===== src/rtl/cdb_pkg.sv =====
// Shared constants for the common-data-bus arbiter and its helpers.
package cdb_pkg;

    localparam int N_REQ  = 8;
    localparam int DATA_W = 32;
    localparam int TAG_W  = 6;
    localparam int SEL_W  = 3;

    // Functional-unit slot assignment on the CDB request vector.
    localparam logic [SEL_W-1:0] FU_ALU = 3'd0;
    localparam logic [SEL_W-1:0] FU_SHF = 3'd1;
    localparam logic [SEL_W-1:0] FU_MUL = 3'd2;
    localparam logic [SEL_W-1:0] FU_DIV = 3'd3;
    localparam logic [SEL_W-1:0] FU_LSU = 3'd4;
    localparam logic [SEL_W-1:0] FU_CP0 = 3'd5;
    localparam logic [SEL_W-1:0] FU_HLO = 3'd6;
    localparam logic [SEL_W-1:0] FU_BRU = 3'd7;

    // Wrap-around increment of a requester index.
    function automatic logic [SEL_W-1:0] next_idx(input logic [SEL_W-1:0] idx);
        next_idx = idx + 3'd1;
    endfunction

endpackage


===== src/rtl/cdb_arbiter_rr_pick.sv =====
// Round-robin pick: rotate the eligible vector so ptr sits at bit 0,
// find the first set bit, then rotate the result back to absolute index.
module rr_pick
    import cdb_pkg::*;
(
    input  logic [N_REQ-1:0] i_elig,
    input  logic [SEL_W-1:0] i_ptr,
    output logic [N_REQ-1:0] o_gnt,
    output logic [SEL_W-1:0] o_idx,
    output logic             o_any
);

    logic [N_REQ-1:0] rot_s;
    logic [SEL_W-1:0] off_s;
    logic             found_s;

    // Rotate so that bit k of rot_s is requester (ptr + k) mod 8.
    always_comb begin
        rot_s = 8'h00;
        for (int k = 0; k < N_REQ; k++) begin
            rot_s[k] = i_elig[i_ptr + 3'(k)];
        end
    end

    // Find-first from the lowest rotated position; scanning downward
    // leaves the lowest set bit as the final assignment.
    always_comb begin
        off_s   = 3'd0;
        found_s = 1'b0;
        for (int k = N_REQ - 1; k >= 0; k--) begin
            if (rot_s[k]) begin
                off_s   = 3'(k);
                found_s = 1'b1;
            end else begin
                off_s   = off_s;
                found_s = found_s;
            end
        end
    end

    // Rotate back; with nothing eligible the index rests on ptr.
    always_comb begin
        o_idx = i_ptr + off_s;
        o_any = found_s;
        if (found_s) begin
            o_gnt = 8'h01 << o_idx;
        end else begin
            o_gnt = 8'h00;
        end
    end

endmodule


===== src/rtl/mux_8_32.sv =====
// Plain 8:1 multiplexer of 32-bit words; word i lives at [i*32 +: 32].
module mux_8_32 (
    input  logic [255:0] i_data,
    input  logic [2:0]   i_sel,
    output logic [31:0]  o_data
);

    // Select one 32-bit word from the packed input vector.
    always_comb begin
        o_data = 32'h0000_0000;
        case (i_sel)
            3'd0:    o_data = i_data[31:0];
            3'd1:    o_data = i_data[63:32];
            3'd2:    o_data = i_data[95:64];
            3'd3:    o_data = i_data[127:96];
            3'd4:    o_data = i_data[159:128];
            3'd5:    o_data = i_data[191:160];
            3'd6:    o_data = i_data[223:192];
            3'd7:    o_data = i_data[255:224];
            default: o_data = 32'h0000_0000;
        endcase
    end

endmodule


===== src/rtl/cdb_arbiter.sv =====
// CDB arbiter: round-robin grant among eight functional units, then one
// registered broadcast of the winner's result and tag per cycle.
module cdb_arbiter
    import cdb_pkg::*;
(
    input  logic                   clk,
    input  logic                   rst_n,
    input  logic [N_REQ-1:0]       i_req,
    input  logic [N_REQ*DATA_W-1:0] i_data,
    input  logic [N_REQ*TAG_W-1:0] i_tag,
    input  logic [N_REQ-1:0]       i_mask,
    input  logic                   i_stall,
    input  logic                   i_flush,
    output logic [N_REQ-1:0]       o_gnt,
    output logic [SEL_W-1:0]       o_sel,
    output logic                   o_cdb_valid,
    output logic [DATA_W-1:0]      o_cdb_data,
    output logic [TAG_W-1:0]       o_cdb_tag
);

    logic [SEL_W-1:0]  ptr_q,   ptr_d;
    logic              valid_q, valid_d;
    logic [DATA_W-1:0] data_q,  data_d;
    logic [TAG_W-1:0]  tag_q,   tag_d;

    logic [N_REQ-1:0]  elig_s;
    logic [N_REQ-1:0]  pick_gnt_s;
    logic [SEL_W-1:0]  pick_idx_s;
    logic              pick_any_s;
    logic              fire_s;
    logic [DATA_W-1:0] mux_data_s;
    logic [TAG_W-1:0]  mux_tag_s;

    assign elig_s = i_req & i_mask;

    rr_pick u_pick (
        .i_elig (elig_s),
        .i_ptr  (ptr_q),
        .o_gnt  (pick_gnt_s),
        .o_idx  (pick_idx_s),
        .o_any  (pick_any_s)
    );

    mux_8_32 u_data_mux (
        .i_data (i_data),
        .i_sel  (o_sel),
        .o_data (mux_data_s)
    );

    // Grant gating: nothing is granted while consumers stall or a flush is active.
    always_comb begin
        o_sel = pick_idx_s;
        if (i_stall || i_flush) begin
            o_gnt  = 8'h00;
            fire_s = 1'b0;
        end else begin
            o_gnt  = pick_gnt_s;
            fire_s = pick_any_s;
        end
    end

    // Tag select for the winning unit.
    always_comb begin
        mux_tag_s = 6'h00;
        case (o_sel)
            3'd0:    mux_tag_s = i_tag[0*TAG_W +: TAG_W];
            3'd1:    mux_tag_s = i_tag[1*TAG_W +: TAG_W];
            3'd2:    mux_tag_s = i_tag[2*TAG_W +: TAG_W];
            3'd3:    mux_tag_s = i_tag[3*TAG_W +: TAG_W];
            3'd4:    mux_tag_s = i_tag[4*TAG_W +: TAG_W];
            3'd5:    mux_tag_s = i_tag[5*TAG_W +: TAG_W];
            3'd6:    mux_tag_s = i_tag[6*TAG_W +: TAG_W];
            3'd7:    mux_tag_s = i_tag[7*TAG_W +: TAG_W];
            default: mux_tag_s = 6'h00;
        endcase
    end

    // Next state: flush drops the broadcast, stall freezes everything,
    // a grant launches a broadcast and moves ptr past the winner.
    always_comb begin
        ptr_d   = ptr_q;
        valid_d = valid_q;
        data_d  = data_q;
        tag_d   = tag_q;
        if (i_flush) begin
            valid_d = 1'b0;
        end else if (i_stall) begin
            valid_d = valid_q;
        end else if (fire_s) begin
            ptr_d   = next_idx(pick_idx_s);
            valid_d = 1'b1;
            data_d  = mux_data_s;
            tag_d   = mux_tag_s;
        end else begin
            valid_d = 1'b0;
        end
    end

    // State and broadcast registers with synchronous active-low reset.
    always_ff @(posedge clk) begin
        if (!rst_n) begin
            ptr_q   <= 3'd0;
            valid_q <= 1'b0;
            data_q  <= 32'h0000_0000;
            tag_q   <= 6'h00;
        end else begin
            ptr_q   <= ptr_d;
            valid_q <= valid_d;
            data_q  <= data_d;
            tag_q   <= tag_d;
        end
    end

    assign o_cdb_valid = valid_q;
    assign o_cdb_data  = data_q;
    assign o_cdb_tag   = tag_q;

endmodule


===== config.mk =====
export PLATFORM = sky130hd
export DESIGN_NAME = cdb_arbiter
export DESIGN_NICKNAME = d
export VERILOG_FILES = /design/src/rtl/cdb_pkg.sv /design/src/rtl/cdb_arbiter_rr_pick.sv /design/src/rtl/mux_8_32.sv /design/src/rtl/cdb_arbiter.sv
export SDC_FILE = /design/constraint.sdc
export NUM_CORES = 1
export LEC_CHECK = 0
export CORE_AREA = 2 2 147 149
export CTS_BUF_LIST = sky130_fd_sc_hd__clkbuf_4 sky130_fd_sc_hd__clkbuf_8
export DETAILED_ROUTE_END_ITERATION = 10
export DIE_AREA = 0 0 149 151
export GPL_TIMING_DRIVEN = 0
export PLACE_DENSITY_LB_ADDON = 0.2
export SETUP_SLACK_MARGIN = 0.3
export SYNTH_ARGS = -nofsm -noshare
export SYNTH_HDL_FRONTEND = slang
export SYNTH_SLANG_ARGS = --single-unit

===== constraint.sdc =====
create_clock -name clk -period 20.8 [get_ports clk]
set_input_delay 5.2 -clock clk [delete_from_list [all_inputs] [get_ports clk]]
set_output_delay 5.2 -clock clk [all_outputs]
set_load 0.005 [all_outputs]

; ---- Word-level counts from Yosys, hierarchy flattened
; Index checks and enable logic that the tools add are counted.
[totals]
inputBits = 324
output_inout_bits = 50
ff_bits = 42
word_cells = 75
[op_classes]
shift = 1
n_reduce_logical = 4
mux = 38
addsub = 9
bitwise = 4
n_eq_ne = 7
n_lt_le_gt_ge = 8
[op_table]
columns = operator, n
row1 = $pmux 32 s8, 1
row2 = $pmux 6 s8, 1
row3 = $lt 3x4->1 const B, 8
row4 = $bmux 1 s3, 8
row5 = $mux 3, 8
row6 = $mux 1, 18
row7 = $mux 8, 2
row8 = $add 3x3->3 const B, 4
row9 = $eq 3x3->1 const B, 4
row10 = $and 8x8->8, 1
row11 = $shl 1x3->8 const A, 1
row12 = $add 3x1->3 const B, 2
row13 = $add 3x2->3 const B, 2
row14 = $eq 3x2->1 const B, 2
row15 = $add 3x3->3, 1
row16 = $eq 3x1->1 const B, 1
row17 = $logic_not 3->1, 1
row18 = $not 1->1, 3
row19 = $reduce_and 3->1, 1
row20 = $reduce_or 2->1, 1
row21 = $logic_or 1x1->1, 1

; ---- Longest topological paths before layout
; Gate-level depths: netlist of the first run.
[depth]
word_depth = 15
ltp_mapped = 26
mapped_depth_nobuf = 23

; ---- Cells and area by module
; A second synthesis of the first run with hierarchy kept.
[unflattened]
hier_cells = 646
area_unflattened_um2 = 5283.8
[by_module_without_submodules]
columns = module, cells_each, seq_area_each_um2, n_inst, area_per_inst_um2
row1 = mux_8_32, 306, 0.0, 1, 2244.7
row2 = cdb_arbiter, 244, 840.8, 1, 2099.5
row3 = rr_pick, 96, 0.0, 1, 939.7

; ---- Worst setup path after synthesis of the first run
; OpenSTA, ideal clock, no wires.
[synth_path]
kind = input to output
startpoint = in i_mask[0]
endpoint = out o_gnt[7]
path_stages = 19
t_required_ns = 15.600
slack_ns = 6.622
n_path_buf = 4
t_arrival_ns = 8.978
path_cell_list = or4bb_1 -> and4_1 -> mux2i_2 -> o21ba_2 -> nor2_1 -> nor2_1 -> o21ba_2 -> ha_1 -> inv_1 -> fa_1 -> xnor2_1 -> clkbuf_1 -> clkbuf_1 -> xnor2_1 -> inv_1 -> ha_1 -> clkbuf_1 -> clkbuf_1 -> and2_1
[synth_between]
elab_chain_cells = 15
word_cells_on_any_way = 37
cone_classes = add/sub: 1 / shift: 1 / mux: 34 / bitwise: 1
[synth_rtl]
columns = element, line
row1 = start: declaration, cdb_arbiter.sv:11  ; input logic [N_REQ-1:0] i_mask,
row2 = $and 8x8->8 *, cdb_arbiter.sv:34  ; assign elig_s = i_req & i_mask;
row3 = $bmux 1 s3, cdb_arbiter_rr_pick.sv:21  ; rot_s[k] = i_elig[i_ptr + 3'(k)];
row4 = $mux 1 (not written as such), cdb_arbiter_rr_pick.sv:21
row5 = $mux 3 (7 in a row), cdb_arbiter_rr_pick.sv:31  ; if (rot_s[k]) begin
row6 = $mux 3 *, cdb_arbiter_rr_pick.sv:31
row7 = $add 3x3->3 *, cdb_arbiter_rr_pick.sv:43  ; o_idx = i_ptr + off_s;
row8 = named net o_sel[2], cdb_arbiter.sv:15  ; output logic [SEL_W-1:0] o_sel,
row9 = $shl 1x3->8 *, cdb_arbiter_rr_pick.sv:46  ; o_gnt = 8'h01 << o_idx;
row10 = $mux 8 *, cdb_arbiter_rr_pick.sv:45  ; if (found_s) begin
row11 = $mux 8 *, cdb_arbiter.sv:53  ; if (i_stall || i_flush) begin
row12 = end: declaration, cdb_arbiter.sv:14  ; output logic [N_REQ-1:0] o_gnt,
; Mark *: on every way through the listed nets, which the timed path passes. The rest lies on a longest branch. The select of a mux whose other input is x is not followed.

; ---- Final worst setup path of the first run
[layout_path]
startpoint = in i_req[1]
endpoint = out o_gnt[7]
[layout_between]
elab_chain_cells = 15
word_cells_on_any_way = 37
cone_classes = add/sub: 1 / shift: 1 / mux: 34 / bitwise: 1
[layout_rtl]
columns = element, line
row1 = start: declaration, cdb_arbiter.sv:8  ; input logic [N_REQ-1:0] i_req,
row2 = $and 8x8->8 *, cdb_arbiter.sv:34
row3 = $bmux 1 s3, cdb_arbiter_rr_pick.sv:21
row4 = $mux 1 (not written as such), cdb_arbiter_rr_pick.sv:21
row5 = $mux 3 (8 in a row), cdb_arbiter_rr_pick.sv:31
row6 = $add 3x3->3, cdb_arbiter_rr_pick.sv:43
row7 = $shl 1x3->8, cdb_arbiter_rr_pick.sv:46
row8 = $mux 8 *, cdb_arbiter_rr_pick.sv:45
row9 = $mux 8 *, cdb_arbiter.sv:53
; Every way passes the cells marked *; elsewhere a longest branch is shown, timed or not. The select of a mux whose other input is x is not followed.

==> results of run 1 <==
-- registers in the layout (all words and copies together) (netlist names) --
signal / flops
o_cdb_data: 32
o_cdb_tag: 6
ptr_q: 3
o_cdb_valid: 1
-- metal layers --
metal	vias to the layer above	global-route usage, %	share of wire (%)
met2	611	51.6	47
met1	4261	38.6	39
met3	75	6.78	10
met5	-	0	0.036
li1	4157	-	-
met4	2	10.5	3.2
-- kinds of logic (layout without fill, tap and decap cells) --
logic type | count (synthesis) | count (layout) | share of synthesized area (%)
multiplexers | 33 | 33 | 7.41
XOR/XNOR | 5 | 5 | 0.846
AND/OR/NAND/NOR | 265 | 265 | 24.1
buffers and inverters | 131 | 511 | 9.66
other | 0 | 4 | 0
flip-flops | 42 | 42 | 13.9
AO/OA/AOI/OAI | 368 | 368 | 41.9
adder cells (fa/ha/maj) | 10 | 10 | 2.19
-- critical path, cell delays in order --
cell and delay (ns):
clkdlybuf4s50_1 0.48, nand2_1 0.07, o21ai_0 0.39, mux4_2 0.41
nor2b_1 0.15, o21ba_2 0.13, nor2_1 0.03, nor2_1 0.08
o21ba_2 0.13, ha_1 0.13, inv_1 0.05, fa_1 0.45
xnor2_1 0.19, clkbuf_1 0.44, clkbuf_1 0.54, xnor2_1 0.30
inv_1 0.18, ha_1 0.24, clkbuf_1 0.64, clkbuf_1 0.45
and2_1 0.20, clkdlybuf4s50_1 0.50
-- where the power goes --
group / leakage [nW] / total (W) / internal, W / switching [W]
clock: 0.0504 / 0.0000729 / 0.0000358 / 0.0000371
sequential: 0.345 / 0.000111 / 0.0000996 / 0.0000110
combinational: 3.07 / 0.00160 / 0.000564 / 0.00103
-- area by class of cell --
cell class / count / area (um^2)
Timing Repair Buffer: 372 / 3720
Fill cell: 2156 / 10600
Sequential cell: 42 / 841
Clock buffer: 5 / 68.8
Tap cell: 275 / 344
Inverter: 25 / 93.8
Antenna cell: 4 / 10.0
Clock inverter: 3 / 45.0
Buffer: 106 / 492
Multi-Input combinational cell: 681 / 4640
-- final timing paths --
kind / endpoint / startpoint / cells after the start / slack (ns)
worst max-delay path: o_gnt[7] / i_req[1] / 22 / 4.21
worst min-delay path: o_cdb_data[10] / o_cdb_data[10] / 2 / 0.48
worst max register to register: o_cdb_data[8] / ptr_q[1] / 23 / 14.20
worst min register to register: o_cdb_data[10] / o_cdb_data[10] / 2 / 0.48
-- cells in the final DEF (no fill, tap or decap), drive strengths merged, types with 7 or more instances in the layout --
cell type / Yosys / final
mux2: 19 / 19
ha: 9 / 9
a21oi: 75 / 75
mux4: 7 / 7
clkdlybuf4s50: 0 / 372
nand3: 49 / 49
dfxtp: 42 / 42
o21ai: 96 / 96
a221oi: 56 / 56
inv: 25 / 25
clkbuf: 76 / 81
mux2i: 7 / 7
o221ai: 19 / 19
nand4: 58 / 58
a22oi: 95 / 95
and4: 19 / 19
nand2: 108 / 108
o311ai: 19 / 19
buf: 30 / 30
-- stage by stage --
step | setup slack (ns) | instances | total power, W | hold slack [ns]
floorplan | 6.62 | 854 | 0.00109 | 0.457
global placement | 4.28 | 1501 | 0.00165 | 0.442
detailed placement | 4.31 | 1501 | 0.00166 | 0.454
CTS | 4.27 | 1509 | 0.00174 | 0.479
global route | 3.89 | 1510 | 0.00190 | 0.510
finish | 4.21 | 1513 | 0.00178 | 0.477
==> results_dict.tcl, run 1 <==
set metrics [dict create \
    status "complete, no violations" \
    final-setup-viol-count 0 \
    grt_overflow 0 \
    hold_violations 0 \
    maxSlewViolCount 0 \
    core_area_mm2 0.0208 \
    ir_worst_vdd_v 0.0000779 \
    die_w_um 149 \
    grt_usage_pct 30.6 \
    max_freq_mhz 60.3 \
    final_antenna_net_count 0 \
    max_slew_margin_pct 43.6 \
    synth-seq-cells 42 \
    crit_arrival_ns 11.39 \
    leakagePower_nw 3.46 \
    grt_pass1_wl_mm 52.5 \
    die_y_um 151 \
    synthTopCellsByArea "dfxtp_1, a22oi_1, a221oi_1" \
    pwr_density_cell_mw_per_mm2 174 \
    start_util_pct 29.1 \
    grt_max_degree 15 \
    yosysMostFrequentCell "nand2_1" \
    yosysSeqAreaShare_pct 13.9 \
    stdcell_area_mm2 0.0103 \
    hold_path_class "flop to flop" \
    worstSetupEndpointType "output port" \
    timing.final.crit_share_pct 79.7 \
    yosysWarnings 0 \
    cts_resized 0 \
    syn_nets 1188 \
    worst_pin_slew_ns 0.844 \
    cp_max_fo 10 \
    dp_hpwl_mm 28.7 \
    start_kind "input port" \
    worstPathRequired_ns 15.60 \
    synth_top_flop_cell "dfxtp_1" \
    cts_made_buffers 5 \
    dr.pass1.iters 8 \
    drive_gt1_share_pct 6.97 \
    synth-edff-count 0 \
    port_buffers 372 \
    die_area_mm2 0.0225 \
    grt_setup_unrepaired "no" \
    async_reset_ff_share_pct 0 \
    period_needed_ns 16.59 \
    tns_ns 0 \
    h-tree-depth 2 \
    syn_inst 854 \
    drc 0 \
    gp_congestion 0.922 \
    clock_sinks 42 \
    cts_hold_buffers 0 \
    antenna_found_initial 4 \
    syn_area_per_cell_um2 7.10 \
    grt_pass1_vias 8801 \
    postPlaceCellArea_mm2 0.0101 \
    clock_path_buffers 2 \
    cts_tree "yes" \
    ios 374 \
    netlist_area_mm2 0.00606 \
    vias 9106 \
    synth_cell_types 52 \
    maxCapViolations 0 \
    via_per_inst 6.02 \
    drt-wirelength-per-cell_um 24.0 \
    clock_latency_ns 0.33 \
    fin_skew_ns 0.00902 \
    yosysTopAreaCell "dfxtp_1" \
    area_delta_synth_final_pct 69.1 \
    cts_setup_buffers 0 \
    yosys.area.top_type_share_pct 13.9 \
    placementRows 53 \
    synthTopCellsByCount "nand2_1, a22oi_1, o21ai_0" \
    first_iter_violations 674 \
    path_clk_slew_ns 0.10 \
    wirelength_mm 36.3 \
    cts_root_buf "clkbuf_8" \
    nNetsFinal 1567 \
    final_util_pct 49.2 \
    crit_type "input port to output port" \
]
(Power assumes the default switching activity.)
==> inputs of run 2 (changes only) <==
- CORE_AREA: 2 2 147 149 -> 2 2 144 146
- DIE_AREA: 0 0 149 151 -> 0 0 146 148
- clock period: 20.8 -> 16.4 ns (I/O delays scaled with it)
==> run 2 against run 1 <==
Effect of this change:
- clock skew increased by 0.0068 ns
- core utilization is 1.8 points higher
- first-iteration DRC count grew 28%
- sequential share of layout area hardly changed
- register-to-register slack lost 4.4 ns
- sequential cell count unchanged
- setup slack got worse by 2.2 ns
- combinational power grew 24%
- via count up 0.48%
==> results_dict.tcl, run 2 (synthesis results as in run 1) <==
set metrics [dict create \
    hold_path_class "flop to flop" \
    timing.rr.start "ptr_q[1]" \
    worst_pin_slew_ns 0.802 \
    r2r-end "o_cdb_data[5]" \
    crit_arrival_ns 10.32 \
    fin_skew_ns 0.0158 \
    pwr_density_cell_mw_per_mm2 216 \
    worstPathRequired_ns 12.30 \
    cts_tree "yes" \
    clock_sinks 42 \
    port_buffers 372 \
    leakagePower_nw 3.45 \
    core_area_mm2 0.0200 \
    via_per_inst 6.08 \
    drive_gt1_share_pct 6.97 \
    most-common-layout-cells "clkdlybuf4s50_1, nand2_1, a22oi_1, o21ai_0, clkbuf_1" \
    final_common_cell "clkdlybuf4s50_1" \
    rrSetupSlack_ns 9.78 \
    max_slew_margin_pct 46.5 \
    final-setup-viol-count 0 \
    worstSetupEndpointType "output port" \
    worst-r2r-cell-count 23 \
    final_antenna_net_count 0 \
    first_iter_violations 866 \
    dr.pass1.iters 5 \
    grt_max_degree 16 \
    ir_worst_vdd_v 0.000120 \
    gp_congestion 0.972 \
    grt_pass1_vias 8968 \
    grt_setup_unrepaired "no" \
    start_kind "input port" \
    cts_setup_buffers 0 \
    wirelength_mm 35.3 \
    die_area_mm2 0.0216 \
    grt_usage_pct 31.6 \
    status "complete, no violations" \
    cts_root_buf "clkbuf_8" \
    h-tree-depth 2 \
    cts_hold_buffers 0 \
    dp_hpwl_mm 28.1 \
    drt-wirelength-per-cell_um 23.5 \
    clock_path_buffers 2 \
    min_to "o_cdb_data[7]" \
    power_w 0.00221 \
    antenna_found_initial 2 \
    cts_resized 0 \
    vias 9150 \
    largest_reg_flops 32 \
    min_from "o_cdb_data[7]" \
    ios 374 \
    clock_latency_ns 0.33 \
    placementRows 52 \
    die_w_um 146 \
    nNetsFinal 1567 \
    grt_overflow 0 \
    grt_pass1_wl_mm 53.6 \
    area_delta_synth_final_pct 68.6 \
    max_freq_mhz 69.4 \
    cp_max_fo 10 \
    start_util_pct 30.3 \
    path_clk_slew_ns 0.09 \
    timing.final.crit_share_pct 87.9 \
    period_needed_ns 14.42 \
    hold_violations 0 \
    cts_made_buffers 5 \
    tns_ns 0 \
    maxSlewViolCount 0 \
    fill_cells 2040 \
    hold_depth 2 \
    die_y_um 148 \
    crit_type "input port to output port" \
    drc 0 \
    maxCapViolations 0 \
]
run 2: cell count changes in the layout (fill, tap and decap cells not counted):
cell	delta
diode_2	-2
inv_6	+1
bufinv_16	-1
run 2: critical path, stage by stage:
cell and delay, ns:
clkdlybuf4s50_1 0.50, or4bb_1 0.47, and4_1 0.24, mux2i_2 0.29, o21ba_2 0.21, nor2_1 0.08
nor2_1 0.05, o21ba_2 0.21, ha_1 0.17, inv_1 0.07, fa_1 0.23, xnor2_1 0.15
clkbuf_1 0.43, clkbuf_1 0.49, xnor2_1 0.31, inv_1 0.22, ha_1 0.27, clkbuf_1 0.61
clkbuf_1 0.51, and2_1 0.21, clkdlybuf4s50_1 0.49
run 2: metal layers:
metal	wire length [um]	GRT usage (%)	vias to the layer above	share of wire (%)
met4	1320	11.3	0	3.7
li1	-	-	4158	-
met5	0	0	-	0
met1	14000	40.3	4339	40
met2	16700	53.0	564	47
met3	3350	6.67	89	9.5
run 2: power by group:
part | total (W) | switching, W | internal, W
registers | 0.000140 | 0.0000135 | 0.000126
clock network | 0.0000764 | 0.0000458 | 0.0000306
logic | 0.00199 | 0.00128 | 0.000715
run 2: worst max path at each step:
stage                          from       end  slack (ns)  cells past startpoint
after floorplan           i_mask[0]  o_gnt[7]        4.42                     19
after global placement    i_mask[0]  o_gnt[7]        2.03                     21
after detailed placement  i_mask[0]  o_gnt[3]        1.99                     20
after CTS                 i_mask[0]  o_gnt[3]        1.96                     20
after global routing      i_mask[1]  o_gnt[3]        1.51                     21
final                     i_mask[0]  o_gnt[7]        1.98                     21
run 2: final cells by class:
type | count | area (um^2) | share of cell area, %
timing repair buffer | 372 | 3720 | 36.4
tap | 270 | 338 | 3.30
sequential | 42 | 841 | 8.23
clock buffer | 5 | 68.8 | 0.673
buffer | 106 | 492 | 4.81
multi-input combinational | 681 | 4640 | 45.4
antenna | 2 | 5.00 | 0.0490
clock inverter | 3 | 23.8 | 0.233
inverter | 25 | 93.8 | 0.918
run 2: through the flow:
stage	hold slack [ns]	utilization (%)	setup slack, ns	instances	area (um^2)
2_1_floorplan	0.457	-	4.42	854	6060
3_3_place_gp	0.444	50.5	2.03	1496	10100
3_5_place_dp	0.449	50.5	1.99	1496	10100
4_1_cts	0.471	51.0	1.96	1504	10200
5_1_grt	0.498	51.0	1.51	1504	10200
6_report	0.468	51.0	1.98	1506	10200
